### src/rtl/dualshock2_pad.sv
// Device-side PSX/DualShock2 pad: answers host poll (0x42), config (0x43) and set-mode (0x44) frames.
// Latency: 2-FF pin sync plus one registered stage, so reactions land 2-3 clk after a pin edge.
// Backpressure: none; the host paces bytes with CLK and waits for ACK, which is skipped on the last byte or after a reject.
module dualshock2_pad #(
    parameter bit ANALOG_DEFAULT = 1'b0,
    parameter int ACK_DELAY      = 16,
    parameter int ACK_WIDTH      = 300
) (
    input  logic        clk,
    input  logic        rst,
    input  logic        ds2_att,
    input  logic        ds2_clk,
    input  logic        ds2_cmd,
    output logic        ds2_dat,
    output logic        ds2_ack,
    input  logic [15:0] buttons,
    input  logic [7:0]  stick_rx,
    input  logic [7:0]  stick_ry,
    input  logic [7:0]  stick_lx,
    input  logic [7:0]  stick_ly,
    output logic        analog_mode,
    output logic        config_mode,
    output logic        frame_done
);

    typedef enum logic [2:0] {
        ST_IDLE, ST_SHIFT, ST_ACK_WAIT, ST_ACK_LOW, ST_DONE, ST_REJECT
    } state_t;

    state_t      state_q;
    logic [1:0]  att_sync_q, clk_sync_q, cmd_sync_q;
    logic        att_prev_q, clk_prev_q;
    logic        dat_q, ack_q, frame_done_q, config_q, analog_q, param_q;
    logic [3:0]  byte_idx_q;
    logic [2:0]  bit_idx_q;
    logic [7:0]  rx_q, cmd_q;
    logic [15:0] cnt_q;
    logic [15:0] btn_q;
    logic [7:0]  rx_snap_q, ry_snap_q, lx_snap_q, ly_snap_q;

    logic        att_s, clk_s, cmd_s;
    logic        att_fall, att_rise, clk_fall, clk_rise;
    logic [7:0]  tx_byte, rx_next;
    logic [3:0]  last_idx;
    logic        cmd_ok;

    assign att_s    = att_sync_q[1];
    assign clk_s    = clk_sync_q[1];
    assign cmd_s    = cmd_sync_q[1];
    assign att_fall = att_prev_q & ~att_s;
    assign att_rise = ~att_prev_q & att_s;
    assign clk_fall = clk_prev_q & ~clk_s;
    assign clk_rise = ~clk_prev_q & clk_s;

    assign ds2_dat     = dat_q;
    assign ds2_ack     = ack_q;
    assign frame_done  = frame_done_q;
    assign config_mode = config_q;
    assign analog_mode = analog_q;

    // Mode is fixed for the whole frame (it only changes at ATT rise), so length is too
    assign last_idx = (analog_q | config_q) ? 4'd8 : 4'd4;

    // Received byte including the bit arriving on this CLK rise
    always_comb begin
        rx_next            = rx_q;
        rx_next[bit_idx_q] = cmd_s;
    end

    // 0x44 is only honoured from config mode
    assign cmd_ok = (rx_next == 8'h42) || (rx_next == 8'h43) ||
                    (config_q && (rx_next == 8'h44));

    // Reply byte for the current position in the frame
    always_comb begin
        tx_byte = 8'hFF;
        case (byte_idx_q)
            4'd0:    tx_byte = 8'hFF;
            4'd1:    tx_byte = config_q ? 8'hF3 : (analog_q ? 8'h73 : 8'h41);
            4'd2:    tx_byte = 8'h5A;
            4'd3:    tx_byte = config_q ? 8'h00 : ~btn_q[7:0];
            4'd4:    tx_byte = config_q ? 8'h00 : ~btn_q[15:8];
            4'd5:    tx_byte = config_q ? 8'h00 : rx_snap_q;
            4'd6:    tx_byte = config_q ? 8'h00 : ry_snap_q;
            4'd7:    tx_byte = config_q ? 8'h00 : lx_snap_q;
            4'd8:    tx_byte = config_q ? 8'h00 : ly_snap_q;
            default: tx_byte = 8'hFF;
        endcase
    end

    // Two-flop synchronisers and previous-value registers for edge detection
    always_ff @(posedge clk) begin
        if (rst) begin
            att_sync_q <= 2'b11;
            clk_sync_q <= 2'b11;
            cmd_sync_q <= 2'b00;
            att_prev_q <= 1'b1;
            clk_prev_q <= 1'b1;
        end else begin
            att_sync_q <= {att_sync_q[0], ds2_att};
            clk_sync_q <= {clk_sync_q[0], ds2_clk};
            cmd_sync_q <= {cmd_sync_q[0], ds2_cmd};
            att_prev_q <= att_s;
            clk_prev_q <= clk_s;
        end
    end

    // Frame FSM: bit shifting, ACK timing, command validation and mode updates
    always_ff @(posedge clk) begin
        if (rst) begin
            state_q      <= ST_IDLE;
            dat_q        <= 1'b1;
            ack_q        <= 1'b1;
            frame_done_q <= 1'b0;
            config_q     <= 1'b0;
            analog_q     <= ANALOG_DEFAULT;
            param_q      <= 1'b0;
            byte_idx_q   <= 4'd0;
            bit_idx_q    <= 3'd0;
            rx_q         <= 8'h00;
            cmd_q        <= 8'h00;
            cnt_q        <= 16'd0;
            btn_q        <= 16'd0;
            rx_snap_q    <= 8'h80;
            ry_snap_q    <= 8'h80;
            lx_snap_q    <= 8'h80;
            ly_snap_q    <= 8'h80;
        end else begin
            frame_done_q <= 1'b0;
            if (state_q != ST_IDLE && att_rise) begin
                // Host ended the frame; mode changes only stick if every byte was exchanged
                state_q <= ST_IDLE;
                dat_q   <= 1'b1;
                ack_q   <= 1'b1;
                if (state_q == ST_DONE) begin
                    frame_done_q <= 1'b1;
                    if (cmd_q == 8'h43) config_q <= param_q;
                    if (cmd_q == 8'h44) analog_q <= param_q;
                end
            end else begin
                case (state_q)
                    ST_IDLE: begin
                        if (att_fall) begin
                            btn_q      <= buttons;
                            rx_snap_q  <= stick_rx;
                            ry_snap_q  <= stick_ry;
                            lx_snap_q  <= stick_lx;
                            ly_snap_q  <= stick_ly;
                            byte_idx_q <= 4'd0;
                            bit_idx_q  <= 3'd0;
                            state_q    <= ST_SHIFT;
                        end
                    end
                    ST_SHIFT: begin
                        if (clk_fall) begin
                            dat_q <= tx_byte[bit_idx_q];
                        end else if (clk_rise) begin
                            rx_q <= rx_next;
                            if (bit_idx_q == 3'd7) begin
                                bit_idx_q <= 3'd0;
                                dat_q     <= 1'b1;
                                if (byte_idx_q == 4'd1) cmd_q   <= rx_next;
                                if (byte_idx_q == 4'd3) param_q <= rx_next[0];
                                if (byte_idx_q == 4'd0 && rx_next != 8'h01) begin
                                    state_q <= ST_REJECT;
                                end else if (byte_idx_q == 4'd1 && !cmd_ok) begin
                                    state_q <= ST_REJECT;
                                end else if (byte_idx_q == last_idx) begin
                                    state_q <= ST_DONE;
                                end else begin
                                    state_q <= ST_ACK_WAIT;
                                    cnt_q   <= 16'(ACK_DELAY - 1);
                                end
                            end else begin
                                bit_idx_q <= bit_idx_q + 3'd1;
                            end
                        end
                    end
                    ST_ACK_WAIT: begin
                        if (cnt_q == 16'd0) begin
                            ack_q   <= 1'b0;
                            cnt_q   <= 16'(ACK_WIDTH - 1);
                            state_q <= ST_ACK_LOW;
                        end else begin
                            cnt_q <= cnt_q - 16'd1;
                        end
                    end
                    ST_ACK_LOW: begin
                        if (cnt_q == 16'd0) begin
                            ack_q      <= 1'b1;
                            byte_idx_q <= byte_idx_q + 4'd1;
                            state_q    <= ST_SHIFT;
                        end else begin
                            cnt_q <= cnt_q - 16'd1;
                        end
                    end
                    ST_DONE, ST_REJECT: begin
                        dat_q <= 1'b1;
                        ack_q <= 1'b1;
                    end
                    default: state_q <= ST_IDLE;
                endcase
            end
        end
    end

endmodule

### config.mk
export PLATFORM = sky130hd
export DESIGN_NAME = dualshock2_pad
export DESIGN_NICKNAME = d
export VERILOG_FILES = /design/src/rtl/dualshock2_pad.sv
export SDC_FILE = /design/constraint.sdc
export NUM_CORES = 1
export LEC_CHECK = 0
export ABC_AREA = 1
export BUFFER_PORTS_ARGS = -buffer_cell sky130_fd_sc_hd__buf_4
export CORE_MARGIN = 3
export CORE_UTILIZATION = 59
export DETAILED_ROUTE_END_ITERATION = 10
export PLACE_DENSITY = 0.8
export SLEW_MARGIN = 40
export SYNTH_ARGS = -nofsm -noshare
export SYNTH_HDL_FRONTEND = slang
export SYNTH_SLANG_ARGS = --single-unit
### constraint.sdc
create_clock -name clk -period 2.15 [get_ports clk]
set_input_delay 0.215 -clock clk [delete_from_list [all_inputs] [get_ports clk]]
set_output_delay 0.215 -clock clk [all_outputs]
set_load 0.1 [all_outputs]
After elaboration in Yosys (flattened, before gate mapping)
Cells that the tools add are included.
W data, S select, Z words.
- equal/unequal tests: 33
- mux-type cells: 50
- add/sub/neg operators: 3
- bitwise logic cells: 14
- reductions and logical operators: 32
- $lt $le $gt $ge: 2
- operators with widths (kind ; number):
    $mux W16 ; 8
    $pmux W8 S8 ; 1
    $mux W8 ; 7
    $pmux W16 S3 ; 1
    $eq A8 B7 Y1 const B ; 5
    $mux W3 ; 13
    $ne A2 B2 Y1 const B ; 10
    $eq A4 B3 Y1 const B ; 4
    $logic_not A16 Y1 ; 1
    $not A8 Y8 ; 2
    $sub A16 B1 Y16 const B ; 1
    $pmux W3 S5 ; 1
    $reduce_and A3 Y1 ; 5
    $mux W4 ; 3
    $reduce_and A6 Y1 ; 2
    $eq A3 B3 Y1 const B ; 3
    $reduce_and A9 Y1 ; 1
    $reduce_bool A3 Y1 ; 3
    $bwmux W8 ; 1
    $eq A4 B2 Y1 const B ; 2
    $mux W1 ; 8
    $ne A8 B1 Y1 const B ; 1
    $pmux W4 S2 ; 1
    $reduce_and A4 Y1 ; 2
    other kinds (28) ; 48
- input bits: 53
- register bits: 104
- output and inout port bits: 5

Depth between registers and ports, before layout
Gate-level depths: netlist (run 1).
- depth after elaboration: 16
- gate-level depth with buffers: 16
- depth with buffers taken out: 16

Worst setup path after synthesis (run 1)
No wires, ideal clock.
- kind: flip-flop to flip-flop
- start point: register config_q, in the netlist config_mode
- end point: register cnt_q[1]
- clock period less this slack: 2098 ps
- arrival: 1983 ps
- cell stages (with the launch flop): 13
- buffers on the path: 1
- path slack: 52 ps
- cells stage by stage: dfxtp_1 -> inv_1 -> nor2_1 -> nand3_1 -> nand2_1 -> nand2_1 -> nand2_2 -> nand3_2 -> nand2_4 -> buf_6 -> nand3b_1 -> nand2_1 -> nor2_1
- longest elaborated chain between the ends: 6
- elaborated cells between the ends (all ways): 10
- RTL lines (element ; RTL line ; RTL):
    start: declaration ; 33 ; logic dat_q, ack_q, frame_done_q, config_q, analog_q, param_q;
    start signal: assignment ; 137 ; if (cmd_q == 8'h43) config_q <= param_q;
    branches (longest 5 deep; another with $mux W4) ; n/a ;
    $reduce_and A9 Y1 (no source line) (*) ; n/a ;
    end signal: assignment ; 172 ; cnt_q <= 16'(ACK_DELAY - 1);
    end signal: assignment ; 182 ; cnt_q <= 16'(ACK_WIDTH - 1);
    end signal: assignment ; 185 ; cnt_q <= cnt_q - 16'd1;
    end: declaration ; 37 ; logic [15:0] cnt_q;
Mark *: on every way between the ends.
A chain may end at the register's enable or synchronous reset.

Worst setup path after layout (run 1)
- start point: register bit_idx_q[0]
- end point: register cnt_q[7]
- longest elaborated chain between the ends: 12
- elaborated cells between the ends (all ways): 21
- RTL lines (element ; RTL line ; RTL):
    start: declaration ; 35 ; logic [2:0] bit_idx_q;
    start signal: assignment ; 175 ; bit_idx_q <= bit_idx_q + 3'd1;
    $lt A3 B4 Y1 (implied by the code) / $ge A3 B1 Y1 (equally long branches) ; 67 ; rx_next[bit_idx_q] = cmd_s;
    $logic_and A1 B1 Y1 (implied by the code) ; 67 ;
    $mux W1 (implied by the code) ; 67 ;
    $demux W1 S3 ; 67 ;
    $bwmux W8 ; 67 ;
    $eq A8 B7 Y1, on equally long branches ; 71, 72 ;
    $logic_or A1 B1 Y1 / $logic_and A1 B1 Y1 (equally long branches) ; 71, 72 ;
    $logic_or A1 B1 Y1 ; 71 ; assign cmd_ok = (rx_next == 8'h42) || (rx_next == 8'h43) ||
    $logic_not A1 Y1 ; 166 ; end else if (byte_idx_q == 4'd1 && !cmd_ok) begin
    $logic_and A1 B1 Y1 ; 166 ;
    $ne A2 B2 Y1 (no source line) ; n/a ;
    $reduce_and A9 Y1 (no source line) (*) ; n/a ;
Every way passes the cells marked *; elsewhere a longest branch is shown, timed or not.

==> metrics.csv, run 1 <==
stage,metric,value,unit
detailed_routing,drc,0,
detailed_routing,drt_iter0_markers,374,
setup_path,arrival,2240,ps
placement,place_congestion,0.961,
synthesis,synth_seq_area_share,38.5,%
floorplanning,io-pin-count,58,
job,maxCapViolCount,0,
detailed_routing,dr.pass1.iters,5,
timing,setup_tns,0,ps
timing,timing.fmax,509,MHz
timing,report.final.slew_viol_count,0,
setup_path,path_depth,12,
setup_path,worstSetupPathType,flip-flop to flip-flop,
timing,fin_crit,1960,ps
placement,io_buffers,57,
clock_tree,clk_path_buf_depth,2,
timing,setup_viol,0,
clock_tree,cts_tree,yes,
timing,min_period_over_period,91.3,%
clock_tree,clk_pin_slew_worst_paths,100,ps
floorplanning,fp.dieH,102,um
placement,dp.cells,954,
floorplanning,start_util,61.4,%
clock_tree,clk-insertion-delay-late,380,ps
placement,pre_cts_ws,57.2,ps
timing,tightest_slew,761,ps
run_status,outcome,"complete, no violations",
global_route,grt_pass1_wl,22100,um
pwr,leakagePower,2.79,nW
clock_tree,cts_root_buf,clkbuf_8,
synthesis,syn_nets,867,
pwr,p_per_area,1070,mW/mm2
detailed_routing,finalWirelength,13500,um
timing,finalClockSkew,11.5,ps
layout,area.growth.synth_to_final,15.7,%
setup_path,r2r-end,cnt_q[7],
synthesis,synth_seq_cells,104,
layout,final_nets,924,
synthesis,synth_cells,804,
setup_path,critPathMaxStageDelay,370,ps
synthesis,synth_edf_count,0,
detailed_routing,num_vias,5357,
synthesis,ys.flop_type,dfxtp_1,
setup_path,worstSetupStartpointType,flip-flop,
clock_tree,cts_max_level,3,
setup_path,end_kind,flip-flop,
timing,hold_viol_final,0,
synthesis,async_flop_share,0,%
setup_path,worstPathMaxFanout,9,
setup_path,cp_data_required_time,2420,ps
clock_tree,cts_buffers,9,
synthesis,yosysWarnings,0,
pwr,vdd_ir_drop_max,0.000439,V
setup_path,worst-r2r-setup-slack,190,ps
global_route,grt-ovfl-total,0,
setup_path,critPathSlowestCell,dfxtp_2,
floorplanning,fp-row-count,34,
layout,layout-drive-gt1-share,14.8,%
detailed_routing,wire_per_inst,13.9,um
setup_path,r2r_start,bit_idx_q[0],
setup_path,crit_path_frequent_cell,nand2_1,
detailed_routing,vias_per_cell,5.50,
timing,maxSlewHeadroom,48.7,%
global_route,grt_pass1_vias,4820,
synthesis,avgSynthCellArea,6.72,um2
global_route,grt_max_degree,54,
placement,dp_hpwl,9930,um
hold_path,hp-class,input port to flip-flop,
setup_path,cp_top_family,simple AND/OR/NAND/NOR gates,
timing,timing.final.ws_setup,187,ps
synthesis,syn-cell-area,0.00540,mm2
floorplanning,die_x,102,um
layout,antenna_cells,0,
floorplanning,core_area,0.00881,mm2
detailed_routing,ant_nets,0,
floorplanning,die-area,0.0103,mm2
setup_path,crit_path_end,cnt_q[7],
setup_path,critPathLaunch,bit_idx_q[0],
clock_tree,clock-sinks,104,
global_route,antenna_found_initial,0,
global_route,grt_usage,26.5,%
setup_path,path_buf_inv,3,
setup_path,cp_cell_sequence,buf_4 -> ha_1 -> ha_1 -> nor2_1 -> a21oi_1 -> nand4_1 -> inv_2 -> buf_4 -> nand2_1 -> nand2_1 -> nand2_1 -> nor2_1,
layout,final_cell_count_no_fill,974,
setup_path,reg2regPathDepth,12,
synthesis,yosysUniqueCellTypes,42,
[through the flow]
step	utilization [%]	hold WS, ps	instance area, um2	power, W
2_1_floorplan	-	319	5400	0.00465
3_3_place_gp	67.7	401	5960	0.00515
3_5_place_dp	67.7	401	5960	0.00522
4_1_cts	70.3	0.942	6190	0.00663
5_1_grt	71.0	19.9	6250	0.00714
6_report	71.0	37.1	6250	0.00670
[Yosys cell counts (3+ instances only)]
library cell | number | area (um2)
nor3_1 | 11 | 55.1
a211oi_1 | 6 | 45.0
nor4_1 | 4 | 25.0
nand3b_1 | 6 | 45.0
nand3_1 | 53 | 265
nor2_4 | 4 | 45.0
inv_2 | 5 | 18.8
or2_2 | 5 | 31.3
nand4_1 | 14 | 87.6
xor2_1 | 5 | 43.8
buf_6 | 5 | 56.3
o21ai_1 | 3 | 15.0
ha_1 | 10 | 125
nor2_1 | 184 | 691
clkbuf_1 | 16 | 60.1
nand2_2 | 4 | 25.0
nand2_1 | 144 | 541
a31oi_1 | 5 | 31.3
o21ai_0 | 75 | 375
dfxtp_1 | 104 | 2080
a21oi_1 | 43 | 215
buf_2 | 7 | 35.0
inv_1 | 66 | 248
[flip-flops by register name, summed over array words and instances, names as in the netlist, 3 cells and up]
| name | cells |
|---|---|
| state_q | 3 |
| ly_snap_q | 8 |
| rx_q | 8 |
| byte_idx_q | 4 |
| bit_idx_q | 3 |
| cmd_q | 8 |
| rx_snap_q | 8 |
| ry_snap_q | 8 |
| btn_q | 16 |
| lx_snap_q | 8 |
| cnt_q | 16 |
[logic make-up after synthesis]
kind of cell,count (synthesis),share of synthesized area [%]
buffers and inverters,106,8.84
XOR/XNOR,5,0.810
AO/OA/AOI/OAI,140,13.8
flip-flops,104,38.5
AND/OR/NAND/NOR,439,35.7
adder cells (fa/ha/maj),10,2.32
[power by group]
| group | switching, W | internal (W) |
|---|---|---|
| Sequential | 0.000277 | 0.00219 |
| Clock | 0.000730 | 0.000681 |
| Combinational | 0.00172 | 0.00110 |
| Total | 0.00272 | 0.00397 |
[routing by layer]
metal / vias to the layer above / routed length [um] / track usage, %
met5: - / 0 / 0
met4: 0 / 267 / 8.28
met3: 25 / 827 / 6.47
met2: 200 / 6340 / 43.3
met1: 2417 / 6070 / 34.7
li1: 2715 / - / -
[worst register-to-register path, cell delays in order (launching register included)]
cell and delay (ps):
dfxtp_2 370, buf_4 170, ha_1 200, ha_1 220, nor2_1 250, a21oi_1 70
nand4_1 110, inv_2 60, buf_4 160, nand2_1 90, nand2_1 50, nand2_1 60
nor2_1 40
[what timing repair did]
| item | 4_1_cts | 5_1_grt |
|---|---|---|
| buffers inserted | 0 | 2 |
| setup endpoints to repair | 0 | 19 |
| hold buffers | 0 | 2 |
| endpoints found under the hold margin | 0 | 2 |
| resized for setup | 0 | 10 |
[worst min path at each step]
stage	slack, ps	depth (start not counted)	start	endpoint
6_report	40	3	ds2_cmd	cmd_sync_q[0]
5_1_grt	20	3	ds2_cmd	cmd_sync_q[0]
4_1_cts	0.9	2	ds2_att	att_sync_q[0]
3_5_place_dp	400	2	ds2_att	att_sync_q[0]
3_3_place_gp	400	2	ds2_att	att_sync_q[0]
2_1_floorplan	320	1	ds2_att	att_sync_q[0]
[cell usage in the layout, fill, tap and decap left out, drive strengths merged, types with 9 or more instances in the layout]
| cell | instances |
|---|---|
| nor3 | 14 |
| inv | 77 |
| nand2 | 149 |
| dfxtp | 104 |
| nor2 | 190 |
| buf | 77 |
| nand4 | 15 |
| o21ai | 79 |
| ha | 10 |
| nand3 | 55 |
| a21oi | 44 |
| clkbuf | 9 |
[area by class of cell]
class                      instances  area (um2)
inverter                          73         277
tap                              108         135
fill                             746        2560
clock inverter                     7         106
sequential                       104        2090
timing repair buffer              79         673
multi-input combinational        594        2840
clock buffer                       9         124
No activity file was read; power rests on OpenSTA's default activity.
==> inputs of run 2 (changes only) <==
--- a/config.mk
+++ b/config.mk
@@ -5,8 +5,7 @@
 export SDC_FILE = /design/constraint.sdc
 export NUM_CORES = 1
 export LEC_CHECK = 0
-export ABC_AREA = 1
-export BUFFER_PORTS_ARGS = -buffer_cell sky130_fd_sc_hd__buf_4
+export BUFFER_PORTS_ARGS = -buffer_cell sky130_fd_sc_hd__clkbuf_2
 export CORE_MARGIN = 3
 export CORE_UTILIZATION = 59
 export DETAILED_ROUTE_END_ITERATION = 10
==> run 2 against run 1 <==
  * The flow now finishes with violations (setup timing)
  * Synthesized cell count down 16%
  * Final cell count down 6.6%
  * Critical path depth down 3
  * Final area up 8.7%
  * Total power down 47%
  * Largest cell class unchanged
==> metrics.csv, run 2 <==
stage,metric,value,unit
run_status,outcome,"finished, violations left",
run_status,violations,setup timing,
layout,mostFrequentLayoutCell,nand2_1,
pwr,clkPwrFrac,37.3,%
timing,fin_crit,2300,ps
clock_tree,clock-sinks,104,
detailed_routing,top_layer,met4,
detailed_routing,met3_length,1080,um
setup_path,cp_data_required_time,2490,ps
floorplanning,fp.dieH,102,um
timing,hold_viol_final,0,
synthesis,synth_cells,672,
detailed_routing,finalWirelength,15000,um
setup_path,arrival,2640,ps
clock_tree,clk_path_buf_depth,2,
setup_path,r2r-end,cnt_q[3],
hold_path,hold_depth,2,
job,maxCapViolCount,0,
setup_path,reg2regPathDepth,9,
timing,maxSlewHeadroom,61.9,%
pwr,leakagePower,2.67,nW
global_route,grt_usage,29.2,%
synthesis,ys.flop_type,dfxtp_1,
clock_tree,clk_pin_slew_worst_paths,110,ps
synthesis,avgSynthCellArea,8.04,um2
detailed_routing,vias_per_cell,5.98,
hold_path,hp-class,input port to flip-flop,
detailed_routing,drc,0,
setup_path,worst-r2r-setup-slack,-150,ps
setup_path,r2r_start,bit_idx_q[2],
synthesis,synth_seq_cells,104,
layout,antenna_cells,0,
synthesis,yosys-top-cells-area,"dfxtp_1 39%, nand2_1 9.8%, a21oi_1 7.0%",
timing,finalClockSkew,11.1,ps
clock_tree,clk-insertion-delay-late,380,ps
layout,layout-drive-gt1-share,31.0,%
placement,dp_hpwl,10700,um
synthesis,syn_nets,735,
layout,final_cell_mix,"141 x nand2_1, 96 x buf_4, 94 x dfxtp_1, 75 x a21oi_1, 56 x clkbuf_2",
placement,place_congestion,0.931,
synthesis,synth_seq_area_share,38.5,%
setup_path,worstPathMaxFanout,12,
hold_path,min-delay-start,ds2_clk,
detailed_routing,num_vias,5441,
detailed_routing,drt_iter0_markers,362,
detailed_routing,wl_met2,7400,um
clock_tree,cts_buffers,9,
setup_path,worstSetupPathType,flip-flop to flip-flop,
pwr,seqPwrFrac,55.6,%
floorplanning,start_util,61.4,%
pwr,vdd_ir_drop_max,0.000395,V
floorplanning,die_x,102,um
synthesis,syn-cell-area,0.00540,mm2
pwr,p_per_area,527,mW/mm2
layout,post-route-util,77.1,%
floorplanning,io-pin-count,58,
synthesis,synth_top_area_share,38.5,%
global_route,grt-ovfl-total,0,
detailed_routing,dr.pass1.iters,5,
global_route,grt_pass1_wl,24000,um
pwr,p_switching,0.000930,W
timing,report.final.slew_viol_count,0,
setup_path,worstSetupStartpointType,flip-flop,
synthesis,yosysTopAreaCell,dfxtp_1,
clock_tree,cts_root_buf,clkbuf_8,
clock_tree,cts_tree,yes,
floorplanning,fp-row-count,34,
timing,rsz0062_at_grt,yes,
placement,io_buffers,57,
detailed_routing,wire_per_inst,16.5,um
clock_tree,cts_max_level,3,
floorplanning,die-area,0.0103,mm2
layout,largestRegisters,"btn_q x16, cnt_q x16",
setup_path,end_kind,flip-flop,
timing,timing.fmax,435,MHz
pwr,internal_power,0.00265,W
timing,timing.final.ws_setup,-151,ps
pwr,pwr-share-comb,7.0,%
floorplanning,core_area,0.00881,mm2
pwr,totalPowerFinal,0.00358,W
synthesis,synth_top_cells_by_count,"141 x nand2_1, 104 x dfxtp_1, 76 x a21oi_1",
detailed_routing,ant_nets,0,
timing,min_period_over_period,107,%
timing,tightest_slew,567,ps
synthesis,synth_edf_count,0,
global_route,grt_max_degree,51,
detailed_routing,wl_met1,6170,um
timing,setup_viol,18,
layout,final_nets,860,
synthesis,synth.most_common_cell,nand2_1,
global_route,grt_pass1_vias,5059,
placement,pre_cts_ws,-178,ps
synthesis,yosysUniqueCellTypes,76,
global_route,antenna_found_initial,0,
layout,area.growth.synth_to_final,25.7,%
hold_path,min_to,clk_sync_q[0],
synthesis,async_flop_share,0,%
pwr,switching_share,26.0,%
synthesis,yosysWarnings,0,
[run 2: how the worst max path moves through the flow]
| stage | to | slack, ps | from | depth (start not counted) |
|---|---|---|---|---|
| after floorplan | cnt_q[11] | 3 | bit_idx_q[0] | 8 |
| after global placement | cnt_q[3] | -120 | bit_idx_q[1] | 9 |
| after detailed placement | cnt_q[3] | -180 | bit_idx_q[0] | 8 |
| after CTS | cnt_q[1] | -130 | bit_idx_q[2] | 9 |
| after global routing | cnt_q[1] | -250 | bit_idx_q[2] | 9 |
| final | cnt_q[3] | -150 | bit_idx_q[2] | 9 |
[run 2: logic make-up after synthesis]
logic type,synth area share [%]
muxes,2.89
buffers and inverters,5.95
and+or+nand+nor,25.9
xor gates and xnor gates,0.324
AOI/OAI and AO/OA,24.1
DFF,38.5
adders and majority gates,2.32
[run 2: final cells by class]
class                   count  area (um2)
repair buffers            161        1120
multi-input cells         504        3150
inverters                  17        63.8
clock inverters             7        95.1
clock buffers               9         124
well taps                 108         135
fillers                   664        2010
flip-flops and latches    104        2100
[run 2: what timing repair did]
| item | CTS | global route |
|---|---|---|
| setup buffers | 7 | 6 |
| setup endpoints to repair | 20 | 32 |
| hold endpoints to repair | 1 | 0 |
| hold buffers | 1 | 0 |
| gates resized for setup | 14 | 19 |
| pin swaps | 4 | 16 |
[run 2: per-stage QoR]
stage | hold WS [ps] | TNS, ps | instances | instance area [um2]
after floorplan | 319 | 0 | 672 | 5460
after global routing | 1.95 | -3870 | 910 | 6790
final | 24.8 | -2040 | 910 | 6790
after CTS | 22.9 | -1220 | 904 | 6680
after detailed placement | 398 | -2350 | 880 | 6340
after global placement | 391 | -1230 | 880 | 6340
[run 2: layer usage]
layer | GRT usage (%) | vias to the layer above
met5 | 0 | -
li1 | - | 2633
met4 | 11.0 | 0
met1 | 37.4 | 2530
met3 | 4.34 | 35
met2 | 49.6 | 243
[run 2: worst max-delay path, stage by stage, from the launching register on]
cell and delay [ps]:
dfxtp_4 390, buf_12 140, nor3_4 210, mux2i_2 290, a41oi_2 170, o41ai_4 400, a31oi_4 180, nor2_4 140
buf_12 160, o221a_1 180
[run 2: power groups by stage]
stage	combinational [W]	sequential, W	clock [W]
finish	0.000252	0.00199	0.00134
floorplan	0.000148	0.00203	0
global placement	0.000231	0.00204	0
global route	0.000277	0.00200	0.00145
CTS	0.000246	0.00199	0.00136
detailed placement	0.000238	0.00204	0
==> inputs of run 3 (changes only) <==
--- a/config.mk
+++ b/config.mk
@@ -10,6 +10,7 @@
 export CORE_UTILIZATION = 59
 export DETAILED_ROUTE_END_ITERATION = 10
 export PLACE_DENSITY = 0.8
+export SKIP_LAST_GASP = 1
 export SLEW_MARGIN = 40
 export SYNTH_ARGS = -nofsm -noshare
 export SYNTH_HDL_FRONTEND = slang
==> run 3 against run 2 <==
  * The run still ends with setup timing left
  * Final area up 0.68%
  * Maximum frequency down 4.5%
  * Core utilization up 0.53 points
  * Global-route usage decreased by 0.057 points
  * Clock power is essentially flat
  * Combinational power about the same
  * Sequential share of layout area shrank 0.21 points
  * Largest cell class unchanged
==> metrics.csv, run 3 (synthesis results as in run 2) <==
stage,metric,value,unit
floorplanning,start_util,61.4,%
hold_path,min-delay-start,ds2_clk,
pwr,vdd_ir_drop_max,0.000394,V
timing,timing.fmax,415,MHz
timing,rsz0062_at_grt,yes,
pwr,pwr-share-comb,7.1,%
layout,largestRegisters,"btn_q x16, cnt_q x16",
pwr,leakagePower,2.67,nW
setup_path,critPathMaxStageDelay,430,ps
global_route,antenna_found_initial,0,
timing,report.final.slew_viol_count,0,
placement,place_congestion,0.931,
layout,mostFrequentLayoutCell,nand2_1,
setup_path,worstSetupStartpointType,flip-flop,
global_route,grt-ovfl-total,0,
setup_path,end_kind,flip-flop,
timing,hold_viol_final,0,
placement,io_buffers,57,
detailed_routing,finalWirelength,15100,um
floorplanning,die-area,0.0103,mm2
setup_path,path_buf_inv,3,
clock_tree,clock-sinks,104,
hold_path,hold_depth,2,
setup_path,worst-r2r-setup-slack,-260,ps
detailed_routing,dr.pass1.iters,5,
global_route,grt_pass1_vias,5035,
clock_tree,cts_max_level,3,
placement,dp_hpwl,10700,um
setup_path,worstPathMaxFanout,7,
setup_path,worstSetupPathType,flip-flop to flip-flop,
global_route,grt_pass1_wl,23900,um
layout,post-route-util,77.6,%
clock_tree,clk_pin_slew_worst_paths,110,ps
placement,pre_cts_ws,-178,ps
layout,final_nets,862,
clock_tree,cts_buffers,9,
run_status,violations,setup timing,
layout,layout-drive-gt1-share,32.1,%
detailed_routing,ant_nets,0,
pwr,p_per_area,524,mW/mm2
setup_path,crit_path_frequent_cell,a41oi_2,
floorplanning,fp-row-count,34,
setup_path,reg2regPathDepth,10,
clock_tree,cts_tree,yes,
setup_path,r2r_start,bit_idx_q[2],
detailed_routing,drt_iter0_markers,358,
layout,final_cell_count_no_fill,912,
floorplanning,fp.dieH,102,um
clock_tree,cts_root_buf,clkbuf_8,
setup_path,cp_data_required_time,2420,ps
timing,tightest_slew,575,ps
detailed_routing,drc,0,
placement,dp.cells,880,
layout,antenna_cells,0,
clock_tree,clk-insertion-delay-late,380,ps
timing,hold_ws,28.1,ps
setup_path,arrival,2680,ps
timing,finalClockSkew,11.9,ps
pwr,clkPwrFrac,37.3,%
layout,final_cell_mix,"141 x nand2_1, 97 x buf_4, 94 x dfxtp_1, 75 x a21oi_1, 56 x clkbuf_2",
floorplanning,die_x,102,um
timing,maxSlewHeadroom,61.4,%
timing,setup_viol,18,
layout,area.growth.synth_to_final,26.5,%
detailed_routing,vias_per_cell,5.98,
global_route,grt_usage,29.1,%
setup_path,cp_top_family,compound AO/OA/AOI/OAI gates,
setup_path,cp_cell_sequence,buf_12 -> nor3_4 -> mux2i_2 -> a41oi_2 -> o41ai_4 -> buf_4 -> buf_6 -> a41oi_2 -> mux2i_1 -> nor2_1,
floorplanning,core_area,0.00881,mm2
timing,min_period_over_period,112,%
hold_path,hp-class,input port to flip-flop,
global_route,grt_max_degree,51,
floorplanning,io-pin-count,58,
setup_path,r2r-end,state_q[0],
setup_path,critPathSlowestCell,o41ai_4,
pwr,seqPwrFrac,55.6,%
detailed_routing,wire_per_inst,16.5,um
pwr,internal_power,0.00265,W
run_status,outcome,"finished, violations left",
pwr,p_switching,0.000934,W
detailed_routing,num_vias,5454,
timing,fin_crit,2410,ps
job,maxCapViolCount,0,
clock_tree,clk_path_buf_depth,2,
layout,nFillCells,657,
pwr,switching_share,26.0,%
hold_path,min_to,clk_sync_q[0],
timing,timing.final.ws_setup,-261,ps
[run 3: how the worst max path moves through the flow]
stage	startpoint	to	slack [ps]	cells after the start
final	bit_idx_q[2]	state_q[0]	-260	10
after global placement	bit_idx_q[1]	cnt_q[3]	-120	9
after floorplan	bit_idx_q[0]	cnt_q[11]	3	8
after CTS	bit_idx_q[2]	cnt_q[1]	-150	9
after global routing	bit_idx_q[2]	state_q[0]	-330	10
after detailed placement	bit_idx_q[0]	cnt_q[3]	-180	8
[run 3: layout make-up]
cell class | instances | area [um2] | area share, %
repair buffers | 163 | 1140 | 16.7
clock buffers | 9 | 124 | 1.81
well taps | 108 | 135 | 1.98
inverters | 17 | 63.8 | 0.933
multi-input cells | 504 | 3180 | 46.5
clock inverters | 7 | 95.1 | 1.39
flip-flops and latches | 104 | 2100 | 30.7
[run 3: repair_timing]
item	in CTS	in global routing
pin swaps	4	18
hold buffers	1	0
endpoints found under the hold margin	1	0
endpoints found under the setup margin	20	32
setup buffers	7	8
cloned	0	0
gates resized for setup	13	29
[run 3: layer usage]
metal	part of all wire (%)	vias to the layer above	GRT usage, %	routed length (um)
li1	-	2638	-	-
met2	50	203	50.1	7490
met1	42	2579	37.3	6290
met5	0	-	0	0
met3	6.3	34	4.34	949
met4	2.3	0	9.82	343
[run 3: per-stage QoR]
stage	TNS (ps)	cell area, um2	power, W
floorplan	0	5460	0.00217
global placement	-1230	6340	0.00227
detailed placement	-2350	6340	0.00228
CTS	-1250	6670	0.00359
global route	-5150	6840	0.00373
finish	-3550	6840	0.00358
[run 3: power by group through the flow]
stage | clock [W] | sequential [W] | combinational (W)
CTS | 0.00136 | 0.00199 | 0.000245
global route | 0.00145 | 0.00200 | 0.000280
global placement | 0 | 0.00204 | 0.000231
finish | 0.00134 | 0.00199 | 0.000255
detailed placement | 0 | 0.00204 | 0.000238
floorplan | 0 | 0.00203 | 0.000148
